<file path="config.mk">
export PLATFORM = sky130hd
export DESIGN_NAME = boreal_ledger
export DESIGN_NICKNAME = d
export VERILOG_FILES = /design/src/rtl/boreal_ledger.sv
export SDC_FILE = /design/constraint.sdc
export NUM_CORES = 2
export LEC_CHECK = 0
export BUFFER_PORTS_ARGS = -buffer_cell sky130_fd_sc_hd__buf_2
export CAP_MARGIN = 20
export CORE_ASPECT_RATIO = 1.25
export CORE_UTILIZATION = 35
export DETAILED_ROUTE_END_ITERATION = 10
export GPL_TIMING_DRIVEN = 0
export SLEW_MARGIN = 20
export SYNTH_ARGS = -nofsm -noshare
export SYNTH_HDL_FRONTEND = slang
export SYNTH_SLANG_ARGS = --single-unit
</file>
<file path="constraint.sdc">
create_clock -name clk -period 4.03 [get_ports clk]
set_input_delay 1.209 -clock clk [delete_from_list [all_inputs] [get_ports clk]]
set_output_delay 1.209 -clock clk [all_outputs]
set_load 0.02 [all_outputs]
</file>
<file path="src/rtl/boreal_ledger.sv">
// rtl/boreal_ledger.sv - append-only event ledger slave with chain digest and one-way seal
module boreal_ledger #(
    parameter int          ADDR_W   = 6,
    parameter logic [31:0] SEAL_KEY = 32'h5EA1_0001
) (
    input  logic        clk,
    input  logic        rst_n,
    input  logic        ledger_sel,
    input  logic        ledger_wr,
    input  logic [31:0] ledger_addr,
    input  logic [31:0] ledger_wdata,
    output logic [31:0] ledger_rdata,
    output logic        ledger_ack
);
    localparam int DEPTH = 2 ** ADDR_W;
    localparam logic [ADDR_W:0] DEPTH_C = {1'b1, {ADDR_W{1'b0}}};

    localparam logic [5:0] OFF_STATUS = 6'h00;
    localparam logic [5:0] OFF_APPEND = 6'h01;
    localparam logic [5:0] OFF_COUNT  = 6'h02;
    localparam logic [5:0] OFF_RIDX   = 6'h03;
    localparam logic [5:0] OFF_RDATA  = 6'h04;
    localparam logic [5:0] OFF_SEAL   = 6'h05;
    localparam logic [5:0] OFF_CHAIN  = 6'h06;

    typedef enum logic [1:0] {IDLE, RESP, GAP} state_t;

    state_t              state, next_state;
    logic                accept;
    logic [ADDR_W:0]     count;
    logic [ADDR_W-1:0]   ridx;
    logic                sealed;
    logic                ovf;
    logic [31:0]         chain;
    logic [31:0]         rd_q;
    logic [31:0]         rd_val;
    logic [31:0]         status;
    logic [31:0]         mem [DEPTH];
    logic                full;
    logic                empty;
    logic                do_append;
    logic [5:0]          offset;
    logic                unused_addr_bits;

    assign offset           = ledger_addr[7:2];
    assign unused_addr_bits = ^{ledger_addr[31:8], ledger_addr[1:0]};
    assign full             = (count == DEPTH_C);
    assign empty            = (count == '0);
    assign do_append        = accept && ledger_wr && (offset == OFF_APPEND) && !sealed && !full;

    always_ff @(posedge clk or negedge rst_n) begin
        if (!rst_n) state <= IDLE;
        else        state <= next_state;
    end

    // Side effects happen only on the IDLE->RESP edge, so a late-falling sel cannot repeat them.
    always_comb begin
        next_state = state;
        accept     = 1'b0;
        case (state)
            IDLE: if (ledger_sel) begin
                accept     = 1'b1;
                next_state = RESP;
            end
            RESP:    next_state = GAP;
            GAP:     next_state = IDLE;
            default: next_state = IDLE;
        endcase
    end

    always_comb begin
        status                 = '0;
        status[0]              = sealed;
        status[1]              = full;
        status[2]              = empty;
        status[3]              = ovf;
        status[ADDR_W+16:16]   = count;
        rd_val                 = '0;
        case (offset)
            OFF_STATUS: rd_val = status;
            OFF_COUNT:  rd_val = 32'(count);
            OFF_RIDX:   rd_val = 32'(ridx);
            OFF_RDATA:  if ({1'b0, ridx} < count) rd_val = mem[ridx];
            OFF_CHAIN:  rd_val = chain;
            default:    rd_val = '0;
        endcase
    end

    always_ff @(posedge clk or negedge rst_n) begin
        if (!rst_n) begin
            count  <= '0;
            ridx   <= '0;
            sealed <= 1'b0;
            ovf    <= 1'b0;
            chain  <= '0;
            rd_q   <= '0;
        end else if (accept) begin
            rd_q <= ledger_wr ? 32'h0 : rd_val;
            if (ledger_wr) begin
                case (offset)
                    OFF_APPEND: begin
                        if (do_append) begin
                            count <= count + 1'b1;
                            chain <= {chain[30:0], chain[31]} ^ ledger_wdata;
                        end else if (!sealed) begin
                            ovf <= 1'b1;
                        end
                    end
                    OFF_RIDX: ridx <= ledger_wdata[ADDR_W-1:0];
                    OFF_SEAL: if (ledger_wdata == SEAL_KEY) sealed <= 1'b1;
                    default: ;
                endcase
            end
        end
    end

    // Entry storage is never cleared; reads are gated by count instead.
    always_ff @(posedge clk) begin
        if (do_append && rst_n) mem[count[ADDR_W-1:0]] <= ledger_wdata;
    end

    assign ledger_ack   = (state == RESP);
    assign ledger_rdata = ledger_ack ? rd_q : 32'h0;
endmodule

</file>
-- After elaboration in Yosys (flattened, before gate mapping)
Memory sizes are Yosys's and may differ from the RTL's.
Cells that the tools add are included.
- register bits: 81
- logic and storage cells: 47
- memories: 1
- output and inout bits: 33
- bits of input ports: 68
- RAM bits: 2048
- memories (memory ; words ; width ; read ports ; clocked after Yosys merged registers in ; write ports ; RTL line ; text):
    mem ; 64 ; 32 ; 1 ; 0 ; 1 ; 38 ; logic [31:0] mem [DEPTH];
- order comparisons: 1
- bitwise operators: 3
- multiplexer cells: 10
- add/sub/neg operators: 1
- equality and inequality tests: 10
- reductions and logical operators: 14
- operator list (kind ; count):
    32-bit one-hot mux with 5 select lines ; 1
    32-bit two-way mux ; 3
    32-bit by 31-bit equality test with 1-bit output, second input constant ; 1
    32-bit bitwise XOR ; 1
    6-bit by 3-bit equality test with 1-bit output, second input constant ; 3
    6-bit by 2-bit equality test with 1-bit output, second input constant ; 2
    4-bit AND reduction ; 2
    7-bit by 1-bit adder with 7-bit output, second input constant ; 1
    7-bit equality test, second input constant ; 1
    7-bit zero test ; 1
    6-bit by 7-bit less-than comparator with 1-bit output ; 1
    6-bit by 1-bit equality test with 1-bit output, second input constant ; 1
    6-bit zero test ; 1
    1-bit logical AND ; 5
    5-bit AND reduction ; 1
    1-bit two-way mux ; 4
    2-bit one-hot mux with 2 select lines ; 1
    3-bit AND reduction ; 1
    2-bit by 1-bit equality test with 1-bit output, second input constant ; 1
    1-bit zero test ; 2
    2-bit zero test ; 1
    2-bit two-way mux ; 1
    2-bit inequality test, second input constant ; 1
    1-bit NOT ; 2

-- Longest topological paths before layout
- depth after elaboration: 9
- depth in mapped cells: 11
- depth with buffers taken out: 8

-- Worst setup path before layout
Ideal clock, no wire load.
- kind: input port to flip-flop
- from: in ledger_sel
- to: mem mem[56][0] (enable)
- data arrival time: 3973 ps
- path buffers: 2
- library setup time: 421 ps
- data required time: 3609 ps
- stages: 8
- setup slack: -365 ps
- path through: or3b_1 > clkbuf_1 > inv_1 > nand4_1 > a21oi_1 > buf_2 > nand4_1 > nor2_1
- word-level cells in the longest chain between the ends: 9
- ends and longest elaborated chain (element ; RTL line ; text):
    from (decl) ; 8 ; input logic ledger_sel,
    1-bit two-way mux ; 61 ; IDLE: if (ledger_sel) begin
    1-bit two-way mux ; 60 ; case (state)
    1-bit logical AND (4 in series) ; 49 ; assign do_append = accept && ledger_wr && (offset == OFF_APPEND) && !sealed && !full;
    1-bit logical AND ; 119 ; if (do_append && rst_n) mem[count[ADDR_W-1:0]] <= ledger_wdata;
    1-bit two-way mux ; 119 ;
    1-bit two-way mux (implied by the code) ; 119 ;
    to (decl) ; 38 ;
No other way between the ends.

-- Worst setup path in the final report
- from: in ledger_sel
- to: mem mem[43][10] (enable)
The elaborated chain is that of the path after synthesis.

==> impl_metrics.toml <==
[run_status]
status = "finished with violations"
violations = "setup timing"

[worst_setup_path]
critPathCaptureType = "flop"
regToRegSetupSlack_ps = 20
rr_startpoint = "ridx[1]"
r2r_cells = 8
setup.worst_path.class = "in -> reg"
required_ps = 4560
critPathMaxFanout = 15
worst_setup_path_start_kind = "input pin"
timing.rr.end = "rd_q[18]"
cp.arrival_ps = 4600

[yosys]
synthArstFlopShare_pct = 3.80
ys_seq_area_share_pct = 77.3
synthXorXnorAreaFrac_pct = 0.405
synth_top_area_share_pct = 74.9
syn-num-nets = 4007
synth-compound-area-share_pct = 3.20
synthCells = 3932
synth-simple-area-share_pct = 2.74
synth_top_family_by_area = "multiplexers"
ys_warn_count = 0
synth_edf_count = 2048
ys_types = 55
synthesis.area_um2 = 82100
synth-adder-area-share_pct = 0.107
syn_area_per_cell_um2 = 20.9
synthTopCellsByArea = "edfxtp_1, mux4_2, mux2i_1, dfrtp_1, a22oi_1"
ys.flop_type = "edfxtp_1"
ys_seq_elements = 2129
muxShareOfSynthArea_pct = 14.9
yosys.area.top_type = "edfxtp_1"

[global_routing]
first_global_vias = 43611
grt_use_total_pct = 21.4
grt_pass1_wl_um = 350000
antenna_found_initial = 20
grt_max_degree = 70
grt.overflow.total = 0

[layout]
final_common_cell = "edfxtp_1"
utilization_pct = 41.5
area_growth_pct = 17.9
fin_area_um2 = 96800
nets = 4459
layout-drive-gt1-share_pct = 25.6
final_cell_mix = "edfxtp_1, mux4_2, mux2i_1, a22oi_1, clkbuf_16"

[sta]
slew_viol_final = 0
setup_viol = 50
worstMarginPinSlew_ps = 1190
finalHoldViolCount = 0
fin_crit_sh_pct = 101
skew_ps = 36.5
min_period_ps = 4070
rsz0062_at_grt = "false"
layout_setup_ws_ps = -39.6
fmax_ghz = 0.246
relSlewSlack_pct = 20.4
fin_setup_tns_ps = -777

[pwr]
p_leak_nw = 29.5
vdd_drop_max_uv = 482
powerDensity_nw_per_um2 = 465

[flow_run]
drv_cap = 0

[clock_tree]
htree_levels = 4
clkSlewWorstSetupHoldPaths_ps = 70
cts_tree = "built"
cts_made_buffers = 193
cts.sinks = 2129
clock_path_buffers = 3
root_buffer = "clkbuf_16"
clk_latency_ps = 850
cts_hold_repair.buffers = 0

[floorplan]
fp.dieW_um = 435
start_util_pct = 35.2
dieHeight_um = 544
core_um2 = 233000
num_rows = 198
dieArea_um2 = 237000
io_pins = 101

[detailed_routing]
dr.pass1.iters = 7
vias = 43262
wl_per_cell_um = 33.3
vias_per_cell = 5.65
totalWireLength_um = 255000
drtAntennaViolNets = 0
drc = 0
drt-initial-drc-count = 5614

[placed_design]
gp_congestion = 0.936
io_buffers = 74
placed_cell_area_um2 = 90000
dpl.hpwl_um = 170000

[worst_hold_path]
hp-class = "in -> async"
[repair_timing]
action	CTS	global route
cloned	0	0
pin swaps	30	3
resized for setup	18	25
endpoints found under the setup margin	1598	23
setup buffers	57	1
[area by class of cell]
cell class | count | area (um^2)
clock buffer | 252 | 5130
tap | 3100 | 3880
antenna | 8 | 20.0
multi-input combinational | 1568 | 18100
inverter | 8 | 30.0
sequential | 2129 | 63500
clock inverter | 110 | 1060
fill | 20125 | 136000
buffer | 223 | 1050
timing repair buffer | 261 | 4060
[worst max-delay path by stage]
stage | from | endpoint | slack, ps | cells past startpoint
after floorplan | ledger_sel | mem[56][0] | -360 | 8
after global placement | ledger_sel | mem[9][16] | -4130 | 9
after detailed placement | ledger_sel | mem[30][26] | -1670 | 10
after CTS | ridx[1] | rd_q[18] | 9 | 8
after global routing | ridx[0] | rd_q[31] | 3 | 9
final | ledger_sel | mem[43][10] | -40 | 12
[critical path, cell delays in order]
cell	delay (ps)
buf_2	140
or3b_1	350
clkbuf_1	410
inv_2	300
nand4_1	310
a21oi_1	290
buf_2	290
nand4_1	130
buf_4	230
nor2_4	470
buf_16	230
buf_12	180
[cell usage after synthesis, types with 3 or more instances]
cell	instances
nand2_1	105
a211o_1	3
mux2i_1	255
inv_1	8
nor2_1	114
edfxtp_1	2048
buf_2	68
a211oi_1	6
nand4_1	54
or4_1	3
a21oi_1	65
mux2_2	9
clkbuf_1	104
nor4b_1	6
a31oi_1	6
nand3_1	93
and2_1	37
a222oi_1	10
o21ai_0	24
xnor2_1	37
buf_4	20
o211ai_1	7
mux4_2	427
nor2b_1	20
nand2b_1	6
buf_1	34
a22o_1	4
nor3_1	4
a221oi_1	4
nor4_1	5
dfrtp_1	81
a22oi_1	228
ha_1	7
[state kept, by name, indices dropped and copies added (netlist names)]
register,cells
ovf,1
ridx,6
rd_q,32
mem,2048
chain,32
sealed,1
state,2
count,7
[where the power goes]
group          internal (W)  switching [W]  leakage, nW
Sequential           0.0242      0.0000116         19.5
Clock               0.00995        0.00822         3.02
Combinational      0.000830        0.00180         6.99
[kinds of logic after synthesis]
| group | Yosys count |
|---|---|
| AOI/OAI and AO/OA | 372 |
| DFF | 2129 |
| muxes | 691 |
| adders and majority gates | 7 |
| and+or+nand+nor | 460 |
| buffers and inverters | 235 |
| xor gates and xnor gates | 38 |
[layer usage]
layer  GRT usage [%]  share of wire, %  vias up
met5               0             0.038        -
met4            11.8               6.2       16
met3            3.42               7.2      576
met2            36.7                50     2222
met1            25.7                36    23124
li1                -                 -    17324
[through the flow]
step	instances	worst slack (ps)	hold slack, ps	total power (W)
floorplan	3932	-365	420	0.0260
global placement	7106	-4130	434	0.0273
detailed placement	7233	-1670	467	0.0274
CTS	7648	9.06	151	0.0453
global route	7653	2.71	187	0.0461
finish	7659	-39.6	210	0.0451
Power figures use the tool's default switching activity.
